$ cat src/rtl/gapbuf_prefetch_if.sv
// gapbuf_prefetch_if: write stream, flags and oreq/iget read handshake of the gap buffer
interface gapbuf_prefetch_if #(
  parameter int ADD = 4,
  parameter int INFO = 32
) ();
  logic ivld;
  logic [INFO-1:0] ivldinfo;
  logic ovldfull;
  logic oafull;
  logic [ADD:0] ovldlen;
  logic flush;
  logic oreq;
  logic [INFO-1:0] oreqinfo;
  logic iget;
  logic oovf;
  logic [15:0] odropcnt;
  modport master (
    output ivld, ivldinfo, flush, iget,
    input ovldfull, oafull, ovldlen, oreq, oreqinfo, oovf, odropcnt
  );
  modport slave (
    input ivld, ivldinfo, flush, iget,
    output ovldfull, oafull, ovldlen, oreq, oreqinfo, oovf, odropcnt
  );
endinterface

$ cat src/rtl/gapbuf_prefetch.sv
// gapbuf_prefetch: RAM FIFO gap buffer with pipelined prefetch into an oreq/iget output stage
module gapbuf_prefetch #(
  parameter int ADD = 4,
  parameter int INFO = 32,
  parameter int RDLAT = 2,
  parameter int PFDEP = 2,
  parameter int AFTHR = 12,
  parameter int BACK2BACK = 0
) (
  input logic clk,
  input logic rst,
  gapbuf_prefetch_if.slave bus
);
  localparam int DEPTH = 1 << ADD;
  localparam int PW = $clog2(PFDEP);
  localparam logic [ADD:0] DEPTH_L = (ADD+1)'(DEPTH);
  localparam logic [ADD:0] AFTHR_L = (ADD+1)'(AFTHR);
  logic [INFO-1:0] ram [DEPTH];
  logic [INFO-1:0] pf_mem [PFDEP];
  logic [INFO-1:0] pd_q [RDLAT];
  logic [INFO-1:0] pd_d [RDLAT];
  logic [RDLAT-1:0] pv_q, pv_d;
  logic [ADD:0] wr_ptr_q, wr_ptr_d, rd_ptr_q, rd_ptr_d, len_q, len_d;
  logic [PW:0] pf_wr_q, pf_wr_d, pf_rd_q, pf_rd_d, pf_cnt;
  logic [INFO-1:0] info_q, info_d;
  logic [15:0] cnt_q, cnt_d;
  logic flush1_q, flush1_d, clear_q, clear_d, get_q, get_d;
  logic oreq_q, oreq_d, oovf_q, oovf_d;
  logic full, wr, drop, issue, push, take, load;
  int busy;
  assign full = len_q == DEPTH_L;
  assign wr = bus.ivld & ~full & ~clear_q;
  assign drop = bus.ivld & full & ~clear_q;
  assign pf_cnt = pf_wr_q - pf_rd_q;
  // reads in flight plus buffered words bound the prefetch FIFO, so it cannot overflow
  assign busy = $countones(pv_q) + int'(pf_cnt);
  assign issue = ~clear_q & (wr_ptr_q != rd_ptr_q) & (busy < PFDEP);
  assign push = pv_q[RDLAT-1] & ~clear_q;
  assign take = oreq_q & bus.iget;
  assign load = ~clear_q & (pf_cnt != '0) & (~oreq_q | (BACK2BACK != 0 && take));
  always_comb begin
    flush1_d = bus.flush;
    clear_d = flush1_q;
    wr_ptr_d = clear_q ? '0 : wr_ptr_q + {{ADD{1'b0}}, wr};
    rd_ptr_d = clear_q ? '0 : rd_ptr_q + {{ADD{1'b0}}, issue};
    len_d = clear_q ? '0 : len_q + {{ADD{1'b0}}, wr} - {{ADD{1'b0}}, get_q};
    get_d = take & ~clear_q;
    pv_d = clear_q ? '0 : (pv_q << 1) | RDLAT'(issue);
    pd_d[0] = ram[rd_ptr_q[ADD-1:0]];
    for (int i = 1; i < RDLAT; i++) pd_d[i] = pd_q[i-1];
    pf_wr_d = clear_q ? '0 : pf_wr_q + {{PW{1'b0}}, push};
    pf_rd_d = clear_q ? '0 : pf_rd_q + {{PW{1'b0}}, load};
    oreq_d = clear_q ? 1'b0 : load ? 1'b1 : take ? 1'b0 : oreq_q;
    info_d = load ? pf_mem[pf_rd_q[PW-1:0]] : info_q;
    oovf_d = oovf_q | drop;
    cnt_d = cnt_q + {15'd0, drop && cnt_q != 16'hFFFF};
  end
  always_ff @(posedge clk) begin
    if (rst) begin
      flush1_q <= 1'b1;
      clear_q <= 1'b1;
      wr_ptr_q <= '0;
      rd_ptr_q <= '0;
      len_q <= '0;
      get_q <= 1'b0;
      pv_q <= '0;
      for (int i = 0; i < RDLAT; i++) pd_q[i] <= '0;
      pf_wr_q <= '0;
      pf_rd_q <= '0;
      oreq_q <= 1'b0;
      info_q <= '0;
      oovf_q <= 1'b0;
      cnt_q <= '0;
    end else begin
      flush1_q <= flush1_d;
      clear_q <= clear_d;
      wr_ptr_q <= wr_ptr_d;
      rd_ptr_q <= rd_ptr_d;
      len_q <= len_d;
      get_q <= get_d;
      pv_q <= pv_d;
      pd_q <= pd_d;
      pf_wr_q <= pf_wr_d;
      pf_rd_q <= pf_rd_d;
      oreq_q <= oreq_d;
      info_q <= info_d;
      oovf_q <= oovf_d;
      cnt_q <= cnt_d;
    end
  end
  always_ff @(posedge clk) if (wr) ram[wr_ptr_q[ADD-1:0]] <= bus.ivldinfo;
  always_ff @(posedge clk) if (push) pf_mem[pf_wr_q[PW-1:0]] <= pd_q[RDLAT-1];
  assign bus.ovldlen = len_q;
  assign bus.ovldfull = full;
  assign bus.oafull = len_q >= AFTHR_L;
  assign bus.oreq = oreq_q;
  assign bus.oreqinfo = info_q;
  assign bus.oovf = oovf_q;
  assign bus.odropcnt = cnt_q;
endmodule

$ cat src/flat_wrapper.sv
// flat-port wrapper written by rule: the top's interface ports become plain ports
module gapbuf_prefetch_flat 
#(
  parameter int ADD = 4,
  parameter int INFO = 32,
  parameter int RDLAT = 2,
  parameter int PFDEP = 2,
  parameter int AFTHR = 12,
  parameter int BACK2BACK = 0
)
  (clk, rst, bus_ivld, bus_ivldinfo, bus_flush, bus_iget, bus_ovldfull, bus_oafull, bus_ovldlen, bus_oreq, bus_oreqinfo, bus_oovf, bus_odropcnt);
  gapbuf_prefetch_if #(.ADD(ADD), .INFO(INFO)) bus_i ();
  input logic clk;
  input logic rst;
  input wire logic [$bits(bus_i.ivld)-1:0] bus_ivld;
  input wire logic [$bits(bus_i.ivldinfo)-1:0] bus_ivldinfo;
  input wire logic [$bits(bus_i.flush)-1:0] bus_flush;
  input wire logic [$bits(bus_i.iget)-1:0] bus_iget;
  output wire logic [$bits(bus_i.ovldfull)-1:0] bus_ovldfull;
  output wire logic [$bits(bus_i.oafull)-1:0] bus_oafull;
  output wire logic [$bits(bus_i.ovldlen)-1:0] bus_ovldlen;
  output wire logic [$bits(bus_i.oreq)-1:0] bus_oreq;
  output wire logic [$bits(bus_i.oreqinfo)-1:0] bus_oreqinfo;
  output wire logic [$bits(bus_i.oovf)-1:0] bus_oovf;
  output wire logic [$bits(bus_i.odropcnt)-1:0] bus_odropcnt;
  assign bus_i.ivld = bus_ivld;
  assign bus_i.ivldinfo = bus_ivldinfo;
  assign bus_i.flush = bus_flush;
  assign bus_i.iget = bus_iget;
  assign bus_ovldfull = bus_i.ovldfull;
  assign bus_oafull = bus_i.oafull;
  assign bus_ovldlen = bus_i.ovldlen;
  assign bus_oreq = bus_i.oreq;
  assign bus_oreqinfo = bus_i.oreqinfo;
  assign bus_oovf = bus_i.oovf;
  assign bus_odropcnt = bus_i.odropcnt;
  gapbuf_prefetch #(.ADD(ADD), .INFO(INFO), .RDLAT(RDLAT), .PFDEP(PFDEP), .AFTHR(AFTHR), .BACK2BACK(BACK2BACK)) u_core (.clk(clk), .rst(rst), .bus(bus_i));
endmodule
$ cat config.mk
export PLATFORM = sky130hd
export DESIGN_NAME = gapbuf_prefetch_flat
export DESIGN_NICKNAME = d
export VERILOG_FILES = /design/src/rtl/gapbuf_prefetch_if.sv /design/src/rtl/gapbuf_prefetch.sv /design/src/flat_wrapper.sv
export SDC_FILE = /design/constraint.sdc
export NUM_CORES = 1
export LEC_CHECK = 0
export CAP_MARGIN = 20
export CORE_UTILIZATION = 55
export DETAILED_ROUTE_END_ITERATION = 10
export DONT_BUFFER_PORTS = 1
export PLACE_DENSITY = 0.75
export SLEW_MARGIN = 20
export SYNTH_ARGS = -nofsm -noshare
export SYNTH_HDL_FRONTEND = slang
export SYNTH_SLANG_ARGS = --single-unit
$ cat constraint.sdc
create_clock -name clk -period 6.3 [get_ports clk]
set_input_delay 1.575 -clock clk [delete_from_list [all_inputs] [get_ports clk]]
set_output_delay 1.575 -clock clk [all_outputs]
set_load 0.02 [all_outputs]
# Word-level counts from Yosys, hierarchy flattened
# Memory sizes are Yosys's and may differ from the RTL's. A register that Yosys moved wholly into a read port is not among the register bits.
# Index checks and enable logic that the tools add are counted.
word_totals:
  regBits: 74
  out_inout_bits: 57
  in_bits: 37
  ramBits: 576
  elab_cells: 56
  mem_count: 2
op_classes:
  n_addsub: 10
  eq_ne: 3
  order_cmp: 2
  n_reduce_logical: 4
  mux: 6
  n_bitwise: 16
memory_table:
  columns: ["name", "words", "width", "read_ports", "rd_clocked_by_memory_dff", "wr", "line", "rtl"]
  rows:
  - ["u_core.ram", 16, 32, 1, 1, 1, "gapbuf_prefetch.sv:18", "logic [INFO-1:0] ram [DEPTH];"]
  - ["u_core.pf_mem", 2, 32, 1, 1, 1, "gapbuf_prefetch.sv:19", "logic [INFO-1:0] pf_mem [PFDEP];"]
ops:
  columns: ["operator", "count"]
  rows:
  - ["adder 32 x 3 -> 32 bit", 1]
  - ["less-than comparator 32 x 3 -> 1 bit, second input constant", 1]
  - ["adder 16 x 1 -> 16 bit", 1]
  - ["inequality test 16 bit, second input constant", 1]
  - ["adder 5 x 1 -> 5 bit", 3]
  - ["AND 1 bit", 11]
  - ["two-way mux 1 bit", 6]
  - ["equality test 5 bit, second input constant", 1]
  - ["greater-or-equal comparator 5 x 4 -> 1 bit, second input constant", 1]
  - ["inequality test 5 bit", 1]
  - ["subtractor 5 x 1 -> 5 bit", 1]
  - ["adder 2 x 1 -> 2 bit", 2]
  - ["nonzero test 2 bit", 2]
  - ["NOT 1 bit", 3]
  - ["adder 1 x 1 -> 2 bit", 1]
  - ["bitwise OR 2 x 1 -> 2 bit", 1]
  - ["OR reduction 2 bit", 1]
  - ["subtractor 2 bit", 1]
  - ["logical AND 1 bit", 1]
  - ["bitwise OR 1 bit", 1]

# Longest topological paths before layout
logic_depth:
  ltp_word: 6
  ltp_mapped: 12
  mapped_depth_nobuf: 12

# Worst setup path before layout
# No wires, ideal clock.
synth_path:
  path_kind: "in2reg"
  startpoint: "in bus_ivld"
  endpoint: "mem u_core.ram[0][0] (enable)"
  arrival_time_ps: 4497
  setup_slack_ps: 1342
  cell_stages: 3
  required_ps: 5839
  setup_time_ps: 461
  cell_sequence: "nor3b_2 or3b_1 nor3_1"
synth_via:
  elab_chain_len: 4
synth_rtl:
  columns: ["item", "line", "rtl"]
  rows:
  - ["start: declaration", "flat_wrapper.sv:15", "input wire logic [$bits(bus_i.ivld)-1:0] bus_ivld;"]
  - ["AND 1 bit (2 in a row)", "gapbuf_prefetch.sv:32", "assign wr = bus.ivld & ~full & ~clear_q;"]
  - ["two-way mux 1 bit", "gapbuf_prefetch.sv:91", "always_ff @(posedge clk) if (wr) ram[wr_ptr_q[ADD-1:0]] <= bus.ivldinfo;"]
  - ["two-way mux 1 bit (implied by the code)", "gapbuf_prefetch.sv:91", null]
  - ["end: declaration", "gapbuf_prefetch.sv:18", null]
# Every way passes these cells.

# Worst setup path in the final report
layout_path:
  startpoint: "reg u_core.len_q[2], in the netlist u_core.bus.ovldlen[2]"
  endpoint: "mem u_core.ram[4][24] (enable)"
layout_via:
  elab_chain_len: 6
layout_rtl:
  columns: ["item", "line", "rtl"]
  rows:
  - ["start: declaration", "gapbuf_prefetch.sv:23", "logic [ADD:0] wr_ptr_q, wr_ptr_d, rd_ptr_q, rd_ptr_d, len_q, len_d;"]
  - ["start signal: assignment", "gapbuf_prefetch.sv:79", "len_q <= len_d;"]
  - ["equality test 5 bit", "gapbuf_prefetch.sv:31", "assign full = len_q == DEPTH_L;"]
  - ["named net bus_ovldfull", "flat_wrapper.sv:19", "output wire logic [$bits(bus_i.ovldfull)-1:0] bus_ovldfull;"]
  - ["NOT 1 bit", "gapbuf_prefetch.sv:32", null]
  - ["AND 1 bit (2 in a row)", "gapbuf_prefetch.sv:32", null]
  - ["two-way mux 1 bit", "gapbuf_prefetch.sv:91", null]
  - ["two-way mux 1 bit (implied by the code)", "gapbuf_prefetch.sv:91", null]
# The timed path passes the listed nets, and every way through them passes these cells.

==> results.md <==
- Max-slew violations: 0
- Starting Density: 0.555
- Clk pwr share: 0.441
- Ports: 94
- Worst setup path class: flop to flop
- Tightest Hold Check Type: flop to flop
- Global-route wire length before repair: 78400 µm
- Unrepaired setup endpoints after global routing: no
- Later-pin clock latency in the skew report: 0.59 ns
- Met1 Use GR: 0.310
- Syn-to-layout area delta: 11.1%
- Max Cap Violations: 0
- Routed vias: 12700
- Flops & latches, synth: 714
- # rows: 80
- Worst stage delay on the critical path: 0.69 ns
- Vias in the first global route: 13000
- M3 GR Usage: 0.0582
- Global route hottest layer: met2
- Clock buffer count from CTS: 70
- Fin crit share: 0.590
- Avg Cell Area, Syn: 18.4 µm²
- P_leak: 0.00915 µW
- P_sw: 1690 µW
- DIE HEIGHT: 221 µm
- Final wirelength: 51600 µm
- Main synth FF type: edfxtp_1
- Outcome: completed
- Longest Clk Path Bufs: 3
- Critical path capture point type: flop
- Cell accounting for the most synthesized area: edfxtp_1
- Top cells by area, synth: edfxtp_1, dfxtp_1, mux2_2
- Setup Buffers After CTS: 0
- Worst-path clk slew: 0.06 ns
- Placed Instances: 1991
- WHS: 0.417 ns
- Max Freq: 0.269 GHz
- Layout cells sized above 1: 0.233
- Sequential power share: 0.556
- Clk sinks: 714
- Cell area after synthesis: 26500 µm²
- I/O Buffers: 0
- Sw Share: 0.184
- Cts repair resizes: 0
- Combinational fraction of design power: 0.003
- Synth async-reset ratio: 0
- Die ar.: 49000 µm²
- Worst path required time: 6.54 ns
- Sequential fraction of the synthesis area: 0.758
- Slew headroom: 0.287
- Unique masters post-synth: 49
- Vias per Instance: 6.01
- Post-synth EDFFs: 576
- DRT antenna net count: 0
- Global Route Usage Sum: 0.215
- Post-synth top cells: edfxtp_1, dfxtp_1, mux2_2
- Drt drc: 0
- Number of diodes: 0
- Startpoint Class: flop
- Finished Layout Cells: 2118
- Worst-Margin Slew: 1.07 ns
- Most frequent cell after synthesis: edfxtp_1
- Syn nets: 1500
- DR iter-0 viols: 1203
- Final setup fails: 0
- Routed wire length per instance: 24.4 µm
- WP data arrival: 3.95 ns
- Die width: 221 µm
- Cell-internal power: 7500 µW
- First-pass DRT Iterations: 6
- Final net count: 1510
- Slowest-stage cell, CP: nor3b_2
- Syn Inst Count: 1442
- Clock skew: 0.0163 ns
- RePlAce Congestion: 0.824
- Final HPWL DP: 30200 µm
- Largest net degree at the start of global routing: 92
- Setup TNS: 0 ns
- CP Cell Sequence: inv_1, ha_1, and4bb_1, nor3b_2, nand3b_1, nor3_2, buf_4
- Yosys warning count: 0
- CTS tree: built
- Min Tclk post-route: 3.71 ns
- Met2 Usage GRT: 0.322
- Hold Buf Count CTS: 0
- Grt ovf: 0
- Pwr/cell area: 312 nW/µm²
- Root Driver: clkbuf_16
- Antenna violations before repair: 0
- Final hold violation count: 0
- Synth top area share: 0.654
- CORE AREA: 47600 µm²
- VDD IR max: 0.214 mV
- CP Max Fanout: 26
- H-tree depth: 3
final cells by class:
| cell class | instances | area [µm²] |
|---|---|---|
| Inverter | 15 | 56.3 |
| Sequential cell | 714 | 20100 |
| Multi-Input combinational cell | 631 | 6110 |
| Tap cell | 615 | 769 |
| Clock inverter | 23 | 260 |
| Clock buffer | 100 | 1940 |
| Timing Repair Buffer | 20 | 208 |
| Fill cell | 3348 | 18200 |
power by group through the flow:
stage	Combinational [µW]	Clock [µW]	Sequential (µW)
final	27.2	4050	5110
after global routing	29.9	4270	5110
after CTS	27.4	4100	5110
after detailed placement	27.2	0	5210
after global placement	26.1	0	5210
after floorplan	28.9	0	5210
worst max-delay path: cells and delay by family (launching register included):
kind,cells,cell delay [ns]
adders and majority gates,1,0.21
DFF,1,0.50
and+or+nand+nor,4,2.01
buffers and inverters,2,0.61
logic make-up after synthesis:
group           synth area share
xor+xnor                 0.00946
fa+ha+maj                 0.0105
simple gates              0.0357
flops                      0.758
compound gates            0.0491
buf+inv                   0.0158
mux                        0.121
per-layer routing:
metal	wire length, µm	share of wire
met1	22200	0.43
met2	23800	0.46
met3	4450	0.086
met4	1240	0.024
met5	0	0
per-stage QoR:
stage | total power, µW | setup WS (ns) | util | instance area [µm²]
finish | 9190 | 2.59 | 0.617 | 29400
global route | 9410 | 2.46 | 0.617 | 29400
CTS | 9240 | 2.57 | 0.615 | 29300
detailed placement | 5240 | 2.22 | 0.569 | 27100
global placement | 5240 | 2.26 | 0.569 | 27100
floorplan | 5240 | 1.34 | - | 26500
cell usage in the layout, fill, tap and decap left out, drive strengths merged, types with 19 or more instances in the layout:
master and count:
dfxtp 138, a22oi 31, nor2b 37, clkbuf 100, a211oi 33, edfxtp 576
buf 20, mux2i 34, mux2 129, mux4 63, o31ai 31, o22ai 63
ha 19, nor2 77
registers in the layout, summed over array words and instances, names as in the netlist:
register,count
u_core.bus.odropcnt,16
u_core.bus.oovf,1
u_core.bus.oreq,1
u_core.bus.oreqinfo,32
u_core.bus.ovldlen,5
u_core.clear_d,1
u_core.clear_q,1
u_core.get_q,1
u_core.pd_d,32
u_core.pd_q,32
u_core.pf_mem,64
u_core.pf_rd_q,2
u_core.pf_wr_q,2
u_core.pv_q,2
u_core.ram,512
u_core.rd_ptr_q,5
u_core.wr_ptr_q,5
path summary, 6_finish.rpt:
path	endpoint	startpoint	slack (ns)	cells after the start
setup / recovery	u_core.ram[4][24]$_DFFE_PP_	u_core.bus.ovldlen[2]$_SDFF_PP0_	2.59	7
hold / removal	u_core.clear_q$_SDFF_PP1_	u_core.clear_d$_SDFF_PP1_	0.42	1
setup reg to reg	u_core.ram[4][24]$_DFFE_PP_	u_core.bus.ovldlen[2]$_SDFF_PP0_	2.59	7
hold reg to reg	u_core.clear_q$_SDFF_PP1_	u_core.clear_d$_SDFF_PP1_	0.42	1
No activity file was read; power rests on OpenSTA's default activity.
